$ cat src/rtl/alu_div_unit.sv
// Iterative radix-2 restoring divide/remainder unit (DIV, DIVU, REM, REMU), one quotient bit per cycle.
// Optional macro DIV_FAST_SPECIAL_EN: divide-by-zero and signed overflow skip the iteration phase.
module alu_div_unit #(
    parameter int unsigned WIDTH = 32,
    parameter int unsigned CNT_W = $clog2(WIDTH) + 1
) (
    input  logic             clk,
    input  logic             rst,
    input  logic             start,
    input  logic [4:0]       op,
    input  logic [WIDTH-1:0] a,
    input  logic [WIDTH-1:0] b,
    input  logic             flush,
    output logic             busy,
    output logic             done,
    output logic [WIDTH-1:0] result
);

    localparam logic [4:0] AluDiv  = 5'b01100;
    localparam logic [4:0] AluDivu = 5'b01101;
    localparam logic [4:0] AluRem  = 5'b01010;
    localparam logic [4:0] AluRemu = 5'b01011;

    localparam logic [WIDTH-1:0] One    = WIDTH'(1);
    localparam logic [WIDTH-1:0] MinNeg = {1'b1, {(WIDTH-1){1'b0}}};

    typedef enum logic [1:0] {StIdle, StCalc, StFix, StDone} state_e;

    state_e           state_q;
    logic [WIDTH-1:0] quo_q;
    logic [WIDTH-1:0] rem_q;
    logic [WIDTH-1:0] dvs_q;
    logic [WIDTH-1:0] a_q;
    logic [CNT_W-1:0] cnt_q;
    logic             is_rem_q;
    logic             neg_quo_q;
    logic             neg_rem_q;
    logic             div_zero_q;
    logic             ovf_q;

    logic             op_valid;
    logic             op_signed;
    logic             a_neg;
    logic             b_neg;
    logic [WIDTH-1:0] a_mag;
    logic [WIDTH-1:0] b_mag;
    logic             start_dz;
    logic             start_ovf;
    logic [WIDTH:0]   shifted;
    logic [WIDTH:0]   diff;
    logic [WIDTH-1:0] quo_fix;
    logic [WIDTH-1:0] rem_fix;
    logic [WIDTH-1:0] res_fix;

    always_comb begin
        op_valid  = (op == AluDiv) || (op == AluDivu) || (op == AluRem) || (op == AluRemu);
        op_signed = (op == AluDiv) || (op == AluRem);
        a_neg     = op_signed & a[WIDTH-1];
        b_neg     = op_signed & b[WIDTH-1];
        a_mag     = a_neg ? (~a + One) : a;
        b_mag     = b_neg ? (~b + One) : b;
        start_dz  = (b == '0);
        start_ovf = op_signed && (a == MinNeg) && (b == '1);
    end

    // Restoring step: the partial remainder stays below the divisor, so WIDTH+1 bits suffice.
    always_comb begin
        shifted = {rem_q, quo_q[WIDTH-1]};
        diff    = shifted - {1'b0, dvs_q};
    end

    always_comb begin
        quo_fix = neg_quo_q ? (~quo_q + One) : quo_q;
        rem_fix = neg_rem_q ? (~rem_q + One) : rem_q;
        if (div_zero_q) begin
            quo_fix = '1;
            rem_fix = a_q;
        end else if (ovf_q) begin
            quo_fix = MinNeg;
            rem_fix = '0;
        end
        res_fix = is_rem_q ? rem_fix : quo_fix;
    end

    always_ff @(posedge clk or posedge rst) begin
        if (rst) begin
            state_q    <= StIdle;
            quo_q      <= '0;
            rem_q      <= '0;
            dvs_q      <= '0;
            a_q        <= '0;
            cnt_q      <= '0;
            is_rem_q   <= 1'b0;
            neg_quo_q  <= 1'b0;
            neg_rem_q  <= 1'b0;
            div_zero_q <= 1'b0;
            ovf_q      <= 1'b0;
            busy       <= 1'b0;
            done       <= 1'b0;
            result     <= '0;
        end else if (flush) begin
            // Abort wins over everything; result keeps its last value.
            state_q <= StIdle;
            busy    <= 1'b0;
            done    <= 1'b0;
        end else begin
            unique case (state_q)
                StIdle: begin
                    done <= 1'b0;
                    if (start && op_valid) begin
                        is_rem_q   <= (op == AluRem) || (op == AluRemu);
                        neg_quo_q  <= a_neg ^ b_neg;
                        neg_rem_q  <= a_neg;
                        div_zero_q <= start_dz;
                        ovf_q      <= start_ovf;
                        a_q        <= a;
                        quo_q      <= a_mag;
                        dvs_q      <= b_mag;
                        rem_q      <= '0;
                        cnt_q      <= CNT_W'(WIDTH);
                        busy       <= 1'b1;
`ifdef DIV_FAST_SPECIAL_EN
                        state_q    <= (start_dz || start_ovf) ? StFix : StCalc;
`else
                        state_q    <= StCalc;
`endif
                    end
                end
                StCalc: begin
                    if (!diff[WIDTH]) begin
                        rem_q <= diff[WIDTH-1:0];
                        quo_q <= {quo_q[WIDTH-2:0], 1'b1};
                    end else begin
                        rem_q <= shifted[WIDTH-1:0];
                        quo_q <= {quo_q[WIDTH-2:0], 1'b0};
                    end
                    cnt_q <= cnt_q - CNT_W'(1);
                    if (cnt_q == CNT_W'(1)) begin
                        state_q <= StFix;
                    end
                end
                StFix: begin
                    result  <= res_fix;
                    busy    <= 1'b0;
                    done    <= 1'b1;
                    state_q <= StDone;
                end
                StDone: begin
                    done    <= 1'b0;
                    state_q <= StIdle;
                end
                default: begin
                    busy    <= 1'b0;
                    done    <= 1'b0;
                    state_q <= StIdle;
                end
            endcase
        end
    end

endmodule

$ cat config.mk
export PLATFORM = sky130hd
export DESIGN_NAME = alu_div_unit
export DESIGN_NICKNAME = d
export VERILOG_FILES = /design/src/rtl/alu_div_unit.sv
export SDC_FILE = /design/constraint.sdc
export NUM_CORES = 1
export LEC_CHECK = 0
export CORE_ASPECT_RATIO = 0.7
export CORE_MARGIN = 5
export CORE_UTILIZATION = 35
export DETAILED_ROUTE_END_ITERATION = 12
export GPL_TIMING_DRIVEN = 0
export MAX_ROUTING_LAYER = met4
export SLEW_MARGIN = 5
export SYNTH_ARGS = -nofsm -noshare
export SYNTH_HDL_FRONTEND = slang
export SYNTH_SLANG_ARGS = --single-unit
$ cat constraint.sdc
create_clock -name clk -period 8 [get_ports clk]
set_input_delay 1.2 -clock clk [delete_from_list [all_inputs] [get_ports clk]]
set_output_delay 1.2 -clock clk [all_outputs]
set_load 0.005 [all_outputs]
-- Word level (Yosys, flattened, before mapping)
Cells that the tools add are included.
- register bits after elaboration: 175
- word-level logic and storage cells: 86
- input port bits: 73
- output and inout bits: 34
- equal/unequal tests: 13
- reduce and logical (&&, ||, !) cells: 19
- bitwise gates (word level): 8
- mux-type cells: 26
- add/sub/neg operators: 6
- operators with widths (cell ; count):
    $mux W32 ; 12
    $add A32 B1 Y32 const B ; 4
    $not A32 Y32 ; 4
    $pmux W32 S2 ; 2
    $eq A32 B32 Y1 const B ; 2
    $sub A33 B32 Y33 ; 1
    $logic_not A32 Y1 ; 1
    $eq A5 B4 Y1 const B ; 4
    $pmux W6 S2 ; 1
    $pmux W2 S4 ; 1
    $eq A6 B1 Y1 const B ; 1
    $mux W2 ; 3
    $mux W6 ; 1
    $ne A3 B3 Y1 const B ; 2
    $reduce_and A2 Y1 ; 3
    $reduce_and A3 Y1 ; 2
    $reduce_bool A3 Y1 ; 2
    $sub A6 B1 Y6 const B ; 1
    $logic_or A1 B1 Y1 ; 5
    $eq A2 B2 Y1 const B ; 2
    $mux W1 ; 4
    $pmux W1 S2 ; 2
    $logic_and A1 B1 Y1 ; 3
    $and A1 B1 Y1 ; 2
    7 further kinds ; 7

-- Longest topological paths before layout
Gate-level depths: netlist of run 1.
- word-level depth: 8
- gate-level depth with buffers: 14
- gate-level depth less buffers: 12

-- Least setup slack after synthesis of run 1
Ideal clock, no wire load.
- path type: input-to-reg
- start: input b[8]
- end: register dvs_q[25]
- library setup time: 0.133 ns
- data arrival time: 3.377 ns
- stages: 8
- data required time: 7.867 ns
- path buffers: 0
- slack: 4.490 ns
- cells stage by stage: or4_1 or3_1 nor4_1 nand2_1 or2_2 o41ai_1 xor2_1 o21ai_0
- word-level cells in the longest chain between the ends: 3
- RTL lines (what ; RTL line ; text):
    start, declared ; 12 ; input logic [WIDTH-1:0] b,
    $not A32 Y32 ; 61 ; b_mag = b_neg ? (~b + One) : b;
    $add A32 B1 Y32 ; 61 ;
    $mux W32 ; 61 ;
    end signal, assigned ; 118 ; dvs_q <= b_mag;
    end, declared ; 32 ; logic [WIDTH-1:0] dvs_q;
Every way passes these cells.
A chain may end at the register's enable or synchronous reset.

-- Final worst setup path of run 1
- start: register rem_q[0]
- end: register rem_q[22]
- word-level cells in the longest chain between the ends: 3
- RTL lines (what ; RTL line ; text):
    start, declared ; 31 ; logic [WIDTH-1:0] rem_q;
    start signal, assigned ; 131 ; rem_q <= diff[WIDTH-1:0];
    start signal, assigned ; 134 ; rem_q <= shifted[WIDTH-1:0];
    $sub A33 B32 Y33 ; 69 ; diff = shifted - {1'b0, dvs_q};
    $mux W32 ; 130 ; if (!diff[WIDTH]) begin
    $pmux W32 S2 ; 107 ; unique case (state_q)
Every way passes these cells.

==> results of run 1 <==
==> cell type report <==
type                    count  area share
multi-input cells        1190      0.5034
flip-flops and latches    175      0.3025
repair buffers            106     0.07450
well taps                 472     0.04080
clock buffers              20     0.03016
plain buffers              81     0.02118
inverters                  60     0.01608
clock inverters            12     0.01106
diodes                      2   0.0003457
==> sequential cells by signal, summed over array words and instances (netlist names) <==
register / cells
a_q: 32
dvs_q: 32
quo_q: 32
rem_q: 32
result: 32
cnt_q: 6
state_q: 2
busy: 1
div_zero_q: 1
done: 1
is_rem_q: 1
neg_quo_q: 1
neg_rem_q: 1
ovf_q: 1
==> metal layers <==
metal | routed length [um] | vias to the layer above | global-route usage
li1 | - | 5571 | -
met1 | 20800 | 5664 | 0.3326
met2 | 17550 | 411 | 0.2949
met3 | 3996 | 40 | 0.07042
met4 | 716 | 0 | 0.04466
met5 | 0 | - | -
==> cell families after synthesis <==
group | share of synthesized area
adders and majority gates | 0.04476
DFF | 0.3593
buffers and inverters | 0.04363
and+or+nand+nor | 0.1973
xor gates and xnor gates | 0.1064
AOI/OAI and AO/OA | 0.2157
muxes | 0.03295
==> worst reg2reg max path: stages, from the launching register on <==
cell and delay (ns):
dfrtp_1 0.43, inv_1 0.22, fa_1 0.50, nand2b_1 0.19, a21o_1 0.20, a211oi_1 0.26, o21ai_0 0.22, a211oi_1 0.66
nor3_1 0.14, a311oi_1 0.24, clkbuf_1 0.59, nand2_1 0.54, o221ai_1 0.35
==> worst max-delay path by stage <==
stage / from / endpoint / slack (ns) / cells past startpoint
floorplan: rst / a_q[0] / 2.05 / 1
global placement: rst / cnt_q[2] / -0.65 / 2
detailed placement: a[2] / ovf_q / 3.26 / 8
CTS: rem_q[0] / rem_q[22] / 3.45 / 12
global route: rem_q[0] / rem_q[27] / 3.13 / 13
finish: rem_q[0] / rem_q[22] / 3.35 / 12
==> power groups by stage <==
stage | Combinational (mW) | Clock [mW] | Sequential, mW
after floorplan | 1.10 | 0 | 1.36
after global placement | 1.63 | 0 | 1.44
after detailed placement | 1.67 | 0 | 1.45
after CTS | 1.68 | 0.889 | 1.44
after global routing | 1.89 | 0.928 | 1.48
final | 1.70 | 0.880 | 1.44
==> synth_stat cells, drive strengths merged, types with 4 or more instances <==
cell type / n
o211ai: 16
o221ai: 10
mux2: 9
dfrtp: 175
xnor2: 76
or2: 8
o41ai: 14
a21o: 16
nor2: 85
a21oi: 83
a211oi: 4
nand3: 19
o21bai: 5
or3: 16
ha: 42
buf: 4
a31oi: 12
o31ai: 29
nor2b: 11
and2: 6
nand2b: 23
o21ai: 189
nor4: 16
a22o: 4
xor2: 72
clkbuf: 77
nand3b: 8
mux2i: 30
nand4: 11
inv: 60
or4: 18
o22ai: 27
nand2: 271
nor3: 21
==> impl_metrics.json, run 1 <==
{
  "status": "finished clean",
  "synth-edff-count": 0,
  "cts_tree": "done",
  "grt_first_pass_wirelength_um": 65050,
  "p_int_mw": 2.359,
  "yosysTopAreaCell": "dfrtp_1",
  "drive_gt1_frac": 0.03528,
  "synthArstFlopShare": 1.000,
  "setup_tns_ns": 0,
  "post_cts_buffers": 0,
  "netlist_top_cells_area": "dfrtp_1 (36%), nand2_1 (8.3%), o21ai_0 (7.7%)",
  "max-cap-violations": 0,
  "synth_cells": 1506,
  "clock_latency_ns": 0.44,
  "mostFrequentLayoutCell": "nand2_1",
  "netlist_area_sq_um": 12190,
  "drt_first_pass_iters": 5,
  "hold_viol": 0,
  "drtIter0Drc": 1129,
  "required_ns": 8.34,
  "cp_slowest_cell": "a211oi_1",
  "vias": 11686,
  "numCtsBuffers": 17,
  "utilization": 0.4194,
  "hold_buffers": 0,
  "grt.total_usage": 0.2229,
  "maxSlewViolCount": 0,
  "grt_overflow_total": 0,
  "p_total_mw": 4.028,
  "peakVddDrop_uv": 129.1,
  "final_cell_mix": "nand2_1 (271), o21ai_0 (188), dfrtp_1 (175), clkdlybuf4s50_1 (105), nor2_1 (85)",
  "synth.avg_cell_area_sq_um": 8.093,
  "critPathBufInv": 2,
  "grt_pass1_vias": 10873,
  "rr_endpoint": "rem_q[22]",
  "nFillCells": 3490,
  "cp-start-kind": "register",
  "fp.dieH_um": 166.1,
  "core_sq_um": 34520,
  "placed_cell_area_sq_um": 13870,
  "worstMarginPinSlew_ns": 0.9366,
  "fin_cells": 2118,
  "cts.clk_slew.worst_paths_ns": 0.07,
  "finalHoldWorstSlack_ns": 0.4661,
  "skew_ns": 0.01140,
  "dieArea_sq_um": 38710,
  "final_cell_area_sq_um": 14480,
  "place_hpwl_um": 34040,
  "yosys_warnings": 0,
  "cpMostUsedCell": "a211oi_1",
  "multiInputGateArea_sq_um": 7287,
  "pwr-share-comb": 0.423,
  "antenna_found_initial": 2,
  "ant_nets": 0,
  "io_pins": 107,
  "start_util": 0.3531,
  "post-place-ws_ns": 3.257,
  "synth_flop_cell": "dfrtp_1",
  "rrSetupSlack_ns": 3.35,
  "io_buffers": 105,
  "layout_setup_ws_ns": 3.355,
  "switchingPower_mw": 1.669,
  "worst_path_largest_cell_delay_ns": 0.66,
  "min_path_type": "register to register",
  "setup_viol": 0,
  "crit_family": "compound AO/OA/AOI/OAI gates",
  "synth_cell_types": 62,
  "period_needed_ns": 4.645,
  "r2r_start": "rem_q[0]",
  "rows": 57,
  "dp.cells": 2084,
  "end_kind": "register",
  "h-tree-depth": 4,
  "ys_ff_latch": 175,
  "path_max_fanout": 9,
  "regArea_sq_um": 4379,
  "power_density_nw_per_um2": 278.2,
  "power.share.clock": 0.219,
  "power_frac_seq": 0.359,
  "place_congestion": 0.9976,
  "path_cells": "inv_1, fa_1, nand2b_1, a21o_1, a211oi_1, o21ai_0, a211oi_1, nor3_1, a311oi_1, clkbuf_1, nand2_1, o221ai_1",
  "cts-root-buf": "clkbuf_16",
  "nets": 1747,
  "synthesis.nets": 1622,
  "yosysTopAreaCellShare": 0.3593,
  "viasPerCell": 5.517,
  "syn2layout_area_growth_pct": 18.78,
  "fmax_mhz": 215.3,
  "clock_path_buffers": 2,
  "cts.sink_count": 175,
  "hp-start": "result[30]",
  "post-route-period-util": 0.5807,
  "ys_seq_area_frac": 0.3593,
  "slew-limit-headroom": 0.3722,
  "rsz0062_at_grt": "no",
  "swShare": 0.4144,
  "cts-resized-gates": 0,
  "routed_wl_um": 43060,
  "grt_max_degree": 101,
  "p_leak_nw": 5.964,
  "die_w_um": 233.0,
  "min_path_cells": 2,
  "worstSetupPathType": "register to register",
  "hold_end": "result[30]",
  "wl_per_cell_um": 20.33,
  "rr_worst_depth": 12,
  "arrival_ns": 4.99,
  "drc_errors": 0
}
Power figures use the tool's default switching activity.
==> inputs of run 2 (changes only) <==
==> constraint.sdc (replaced) <==
create_clock -name clk -period 3.9 [get_ports clk]
set_input_delay 0.585 -clock clk [delete_from_list [all_inputs] [get_ports clk]]
set_output_delay 0.585 -clock clk [all_outputs]
set_load 0.005 [all_outputs]
==> impl_metrics.json, run 2 (synthesized netlist as in run 1, its figures left out) <==
{
  "syn2layout_area_growth_pct": 19.68,
  "final_cell_mix": "nand2_1 (270), o21ai_0 (187), dfrtp_1 (175), clkdlybuf4s50_1 (105), nor2_1 (85)",
  "status": "finished clean",
  "layout_setup_ws_ns": 0.2207,
  "start_util": 0.3531,
  "arrival_ns": 4.01,
  "worst_path_largest_cell_delay_ns": 0.51,
  "path_depth": 14,
  "rr_worst_depth": 14,
  "drtIter0Drc": 1236,
  "rows": 57,
  "crit_family": "compound AO/OA/AOI/OAI gates",
  "numCtsBuffers": 17,
  "cpMostUsedCell": "buf_4",
  "post-place-ws_ns": -0.5519,
  "setup_viol": 0,
  "antenna_cells": 0,
  "viasPerCell": 5.527,
  "worstSetupPathType": "register to register",
  "ant_nets": 0,
  "io_pins": 107,
  "post-route-period-util": 0.9434,
  "required_ns": 4.23,
  "cts.sink_count": 175,
  "grt_overflow_total": 0,
  "vias": 11723,
  "rsz0062_at_grt": "no",
  "cp_slowest_cell": "fa_1",
  "grt.total_usage": 0.2283,
  "utilization": 0.4226,
  "core_sq_um": 34520,
  "power_density_nw_per_um2": 572.1,
  "placed_cell_area_sq_um": 13940,
  "p_total_mw": 8.345,
  "h-tree-depth": 4,
  "maxSlewViolCount": 0,
  "hold_viol": 0,
  "nets": 1752,
  "min_path_type": "input port to async pin",
  "grt_max_degree": 40,
  "peakVddDrop_uv": 286.2,
  "die_w_um": 233.0,
  "slew-limit-headroom": 0.3674,
  "p_leak_nw": 6.014,
  "dp.cells": 2088,
  "io_buffers": 105,
  "period_needed_ns": 3.679,
  "grt_first_pass_wirelength_um": 66560,
  "end_kind": "register",
  "place_hpwl_um": 34920,
  "fp.dieH_um": 166.1,
  "place_congestion": 0.9732,
  "clock_path_buffers": 2,
  "cp-start-kind": "register",
  "path_max_fanout": 10,
  "final_cell_area_sq_um": 14590,
  "antenna_found_initial": 0,
  "dieArea_sq_um": 38710,
  "finalHoldWorstSlack_ns": 0.3683,
  "max-cap-violations": 0,
  "cts-root-buf": "clkbuf_16",
  "mostFrequentLayoutCell": "nand2_1",
  "critPathBufInv": 4,
  "fmax_mhz": 271.8,
  "cts.clk_slew.worst_paths_ns": 0.07,
  "path_cells": "inv_1, fa_1, nand2b_1, a21o_1, a211oi_1, o21ai_1, a211oi_2, buf_4, nor3_1, a311oi_1, buf_4, clkbuf_2, a2bb2oi_1, o211ai_1",
  "setup_tns_ns": 0,
  "fin_cells": 2121,
  "wl_per_cell_um": 20.46,
  "skew_ns": 0.01537,
  "grt_pass1_vias": 10933,
  "clock_latency_ns": 0.46,
  "routed_wl_um": 43400,
  "drt_first_pass_iters": 5,
  "worstMarginPinSlew_ns": 0.9438,
  "drive_gt1_frac": 0.04184,
  "drc_errors": 0,
  "cts_tree": "done"
}
## run 2: changes by cell type in the layout (fill, tap and decap cells not counted), moves of 2 or more
cell | previous run | this run
diode_2 | 2 | 0
clkbuf_1 | 80 | 76
buf_4 | 0 | 4
buf_2 | 2 | 0
clkinvlp_4 | 0 | 2
inv_6 | 1 | 5
buf_12 | 0 | 5
clkinv_4 | 4 | 2
clkinv_2 | 3 | 1
## run 2: power by group
part           total [mW]  switching [mW]  internal, mW
clock network        1.86           0.823          1.04
logic                3.49            2.06          1.43
registers            3.00           0.595          2.40
total                8.35            3.47          4.87
## run 2: worst paths after layout
kind / startpoint / to / slack, ns
min: rst / quo_q[9] / 0.37
max reg2reg: rem_q[0] / rem_q[27] / 0.22
max: rem_q[0] / rem_q[27] / 0.22
min reg2reg: a_q[14] / a_q[14] / 0.48
min in group clk: a_q[14] / a_q[14] / 0.48
max in group asynchronous: rst / rem_q[29] / 2.84
## run 2: routing by layer
layer,wire (um),share of wire,GRT usage
met1,21820,0.50,0.3630
met5,0,0,-
met4,301,0.0069,0.03106
met3,3674,0.085,0.04273
met2,17600,0.41,0.3044
## run 2: worst reg2reg max path, stage by stage (launching register included)
cell and delay (ns):
dfrtp_1 0.44, inv_1 0.23, fa_1 0.51, nand2b_1 0.18, a21o_1 0.19, a211oi_1 0.32, o21ai_1 0.20, a211oi_2 0.21
buf_4 0.16, nor3_1 0.06, a311oi_1 0.21, buf_4 0.26, clkbuf_2 0.27, a2bb2oi_1 0.20, o211ai_1 0.10
## run 2: cell type report
cell class | count | area (sq um)
multi-input combinational | 1190 | 7295
clock buffer | 19 | 442.9
clock inverter | 13 | 175.2
timing repair buffer | 111 | 1159
tap | 472 | 590.6
sequential | 175 | 4379
fill | 3511 | 19930
buffer | 81 | 316.6
inverter | 60 | 229.0
## run 2: timing repair
item                                    CTS  global route
endpoints found under the hold margin     0             0
pin swaps                                 1             0
endpoints found under the setup margin   33            29
buffers inserted                          1             0
hold buffers                              0             0
gates resized for setup                   6             4
==> inputs of run 3 (changes only) <==
--- a/config.mk
+++ b/config.mk
@@ -5,7 +5,6 @@
 export SDC_FILE = /design/constraint.sdc
 export NUM_CORES = 1
 export LEC_CHECK = 0
-export CORE_ASPECT_RATIO = 0.7
 export CORE_MARGIN = 5
 export CORE_UTILIZATION = 35
 export DETAILED_ROUTE_END_ITERATION = 12
==> impl_metrics.json, run 3 (synthesized netlist as in run 1, its figures left out) <==
{
  "skew_ns": 0.01795,
  "syn2layout_area_growth_pct": 19.10,
  "power_frac_seq": 0.367,
  "placed_cell_area_sq_um": 13920,
  "place_congestion": 0.9882,
  "antenna_cells": 0,
  "pwr-share-comb": 0.419,
  "hold_viol": 0,
  "clock_path_buffers": 2,
  "swShare": 0.4091,
  "vias": 11328,
  "h-tree-depth": 4,
  "start_util": 0.3537,
  "setup_viol": 0,
  "min_path_cells": 2,
  "grt_max_degree": 34,
  "top_usage_layer": "met2",
  "fp.dieH_um": 196.6,
  "rr_endpoint": "rem_q[22]",
  "groute.layer.met3.usage": 0.02889,
  "setup_tns_ns": 0,
  "drtIter0Drc": 920,
  "die_w_um": 196.6,
  "grt_overflow_total": 0,
  "slew-limit-headroom": 0.3161,
  "final_cell_mix": "nand2_1 (271), o21ai_0 (187), dfrtp_1 (175), clkdlybuf4s50_1 (105), nor2_1 (85)",
  "final_cell_area_sq_um": 14520,
  "ant_nets": 0,
  "grt_pass1_vias": 11014,
  "max-cap-violations": 0,
  "end_kind": "register",
  "cp-start-kind": "register",
  "path_max_fanout": 9,
  "io_pins": 107,
  "post-route-period-util": 0.9408,
  "wl_per_cell_um": 18.38,
  "arrival_ns": 3.95,
  "nets": 1752,
  "rrSetupSlack_ns": 0.23,
  "met1_usage": 0.2761,
  "power.share.clock": 0.214,
  "switchingPower_mw": 3.242,
  "mostFrequentLayoutCell": "nand2_1",
  "peakVddDrop_uv": 324.2,
  "antenna_found_initial": 1,
  "routed_wl_um": 38660,
  "cts_tree": "done",
  "status": "finished clean",
  "rr_worst_depth": 13,
  "period_needed_ns": 3.669,
  "io_buffers": 105,
  "min_path_type": "register to register",
  "cts-root-buf": "clkbuf_16",
  "required_ns": 4.18,
  "p_int_mw": 4.683,
  "numCtsBuffers": 17,
  "r2r_start": "quo_q[31]",
  "post-place-ws_ns": -0.4222,
  "clock_latency_ns": 0.44,
  "use_met2": 0.3252,
  "fmax_mhz": 272.5,
  "cts.sink_count": 175,
  "rsz0062_at_grt": "no",
  "worstMarginPinSlew_ns": 1.016,
  "grt_first_pass_wirelength_um": 61270,
  "layout_setup_ws_ns": 0.2309,
  "core_sq_um": 34460,
  "p_leak_nw": 5.985,
  "grt.total_usage": 0.2040,
  "worstSetupPathType": "register to register",
  "hold_end": "a_q[13]",
  "drc_errors": 0,
  "dieArea_sq_um": 38660,
  "viasPerCell": 5.384,
  "power_density_nw_per_um2": 545.9,
  "hp-start": "a_q[13]",
  "maxSlewViolCount": 0,
  "rows": 68,
  "place_hpwl_um": 30940,
  "cts.clk_slew.worst_paths_ns": 0.07,
  "drt_first_pass_iters": 5,
  "drive_gt1_frac": 0.04124
}
-- run 3: layer usage --
layer | routed length (um) | share of wire | vias to the layer above
met5 | 0 | 0 | -
met2 | 17950 | 0.46 | 390
met4 | 804 | 0.021 | 0
met1 | 17340 | 0.45 | 5317
met3 | 2566 | 0.066 | 53
li1 | - | - | 5568
-- run 3: metrics by stage --
| stage | power [mW] | hold WS, ns | utilization | std cells |
|---|---|---|---|---|
| 2_1_floorplan | 5.065 | 0.4401 | - | 1506 |
| 3_3_place_gp | 6.134 | 0.4538 | 0.4008 | 2066 |
| 3_5_place_dp | 6.227 | 0.4605 | 0.4039 | 2071 |
| 4_1_cts | 7.936 | 0.4805 | 0.4207 | 2103 |
| 5_1_grt | 8.514 | 0.5040 | 0.4213 | 2104 |
| 6_report | 7.925 | 0.4769 | 0.4213 | 2104 |
-- run 3: cell type report --
class                      instances  area [sq um]
clock inverter                    14         142.6
inverter                          60         229.0
timing repair buffer             111          1159
fill                            3515         19940
buffer                            81         316.6
multi-input combinational       1190          7292
sequential                       175          4379
tap                              455         569.3
clock buffer                      18         429.2
-- run 3: worst max-delay path, stage by stage, from the launching register on --
cell and delay (ns):
dfrtp_1 0.41, inv_1 0.13, ha_1 0.24, fa_1 0.41, nand2b_1 0.18, a21o_1 0.18, a211oi_1 0.28, o21ai_1 0.20
a211oi_2 0.32, nand2b_1 0.28, a311oi_1 0.12, clkbuf_4 0.22, nand2_1 0.34, o221ai_1 0.19
-- run 3: how the worst max path moves through the flow --
stage                     slack [ns]  startpoint  depth (start not counted)        end
final                           0.23   quo_q[31]                         13  rem_q[22]
after floorplan                 0.60   quo_q[31]                         14   rem_q[2]
after CTS                      -0.04   quo_q[31]                         14  rem_q[10]
after global placement         -0.48         rst                          2  dvs_q[27]
after detailed placement       -0.42       op[1]                         10   quo_q[8]
after global routing            0.03   quo_q[31]                         13  rem_q[22]
-- run 3: repair_timing --
action | 4_1_cts | 5_1_grt
gates resized for setup | 3 | 5
hold buffers | 0 | 0
pin swaps | 0 | 1
buffers inserted | 0 | 1
endpoints found under the setup margin | 33 | 30
-- run 3: power groups by stage --
stage	combinational [mW]	sequential, mW	clock [mW]
global placement	3.21	2.92	0
global route	3.73	2.99	1.79
CTS	3.31	2.91	1.72
floorplan	2.27	2.80	0
finish	3.32	2.91	1.69
detailed placement	3.29	2.94	0
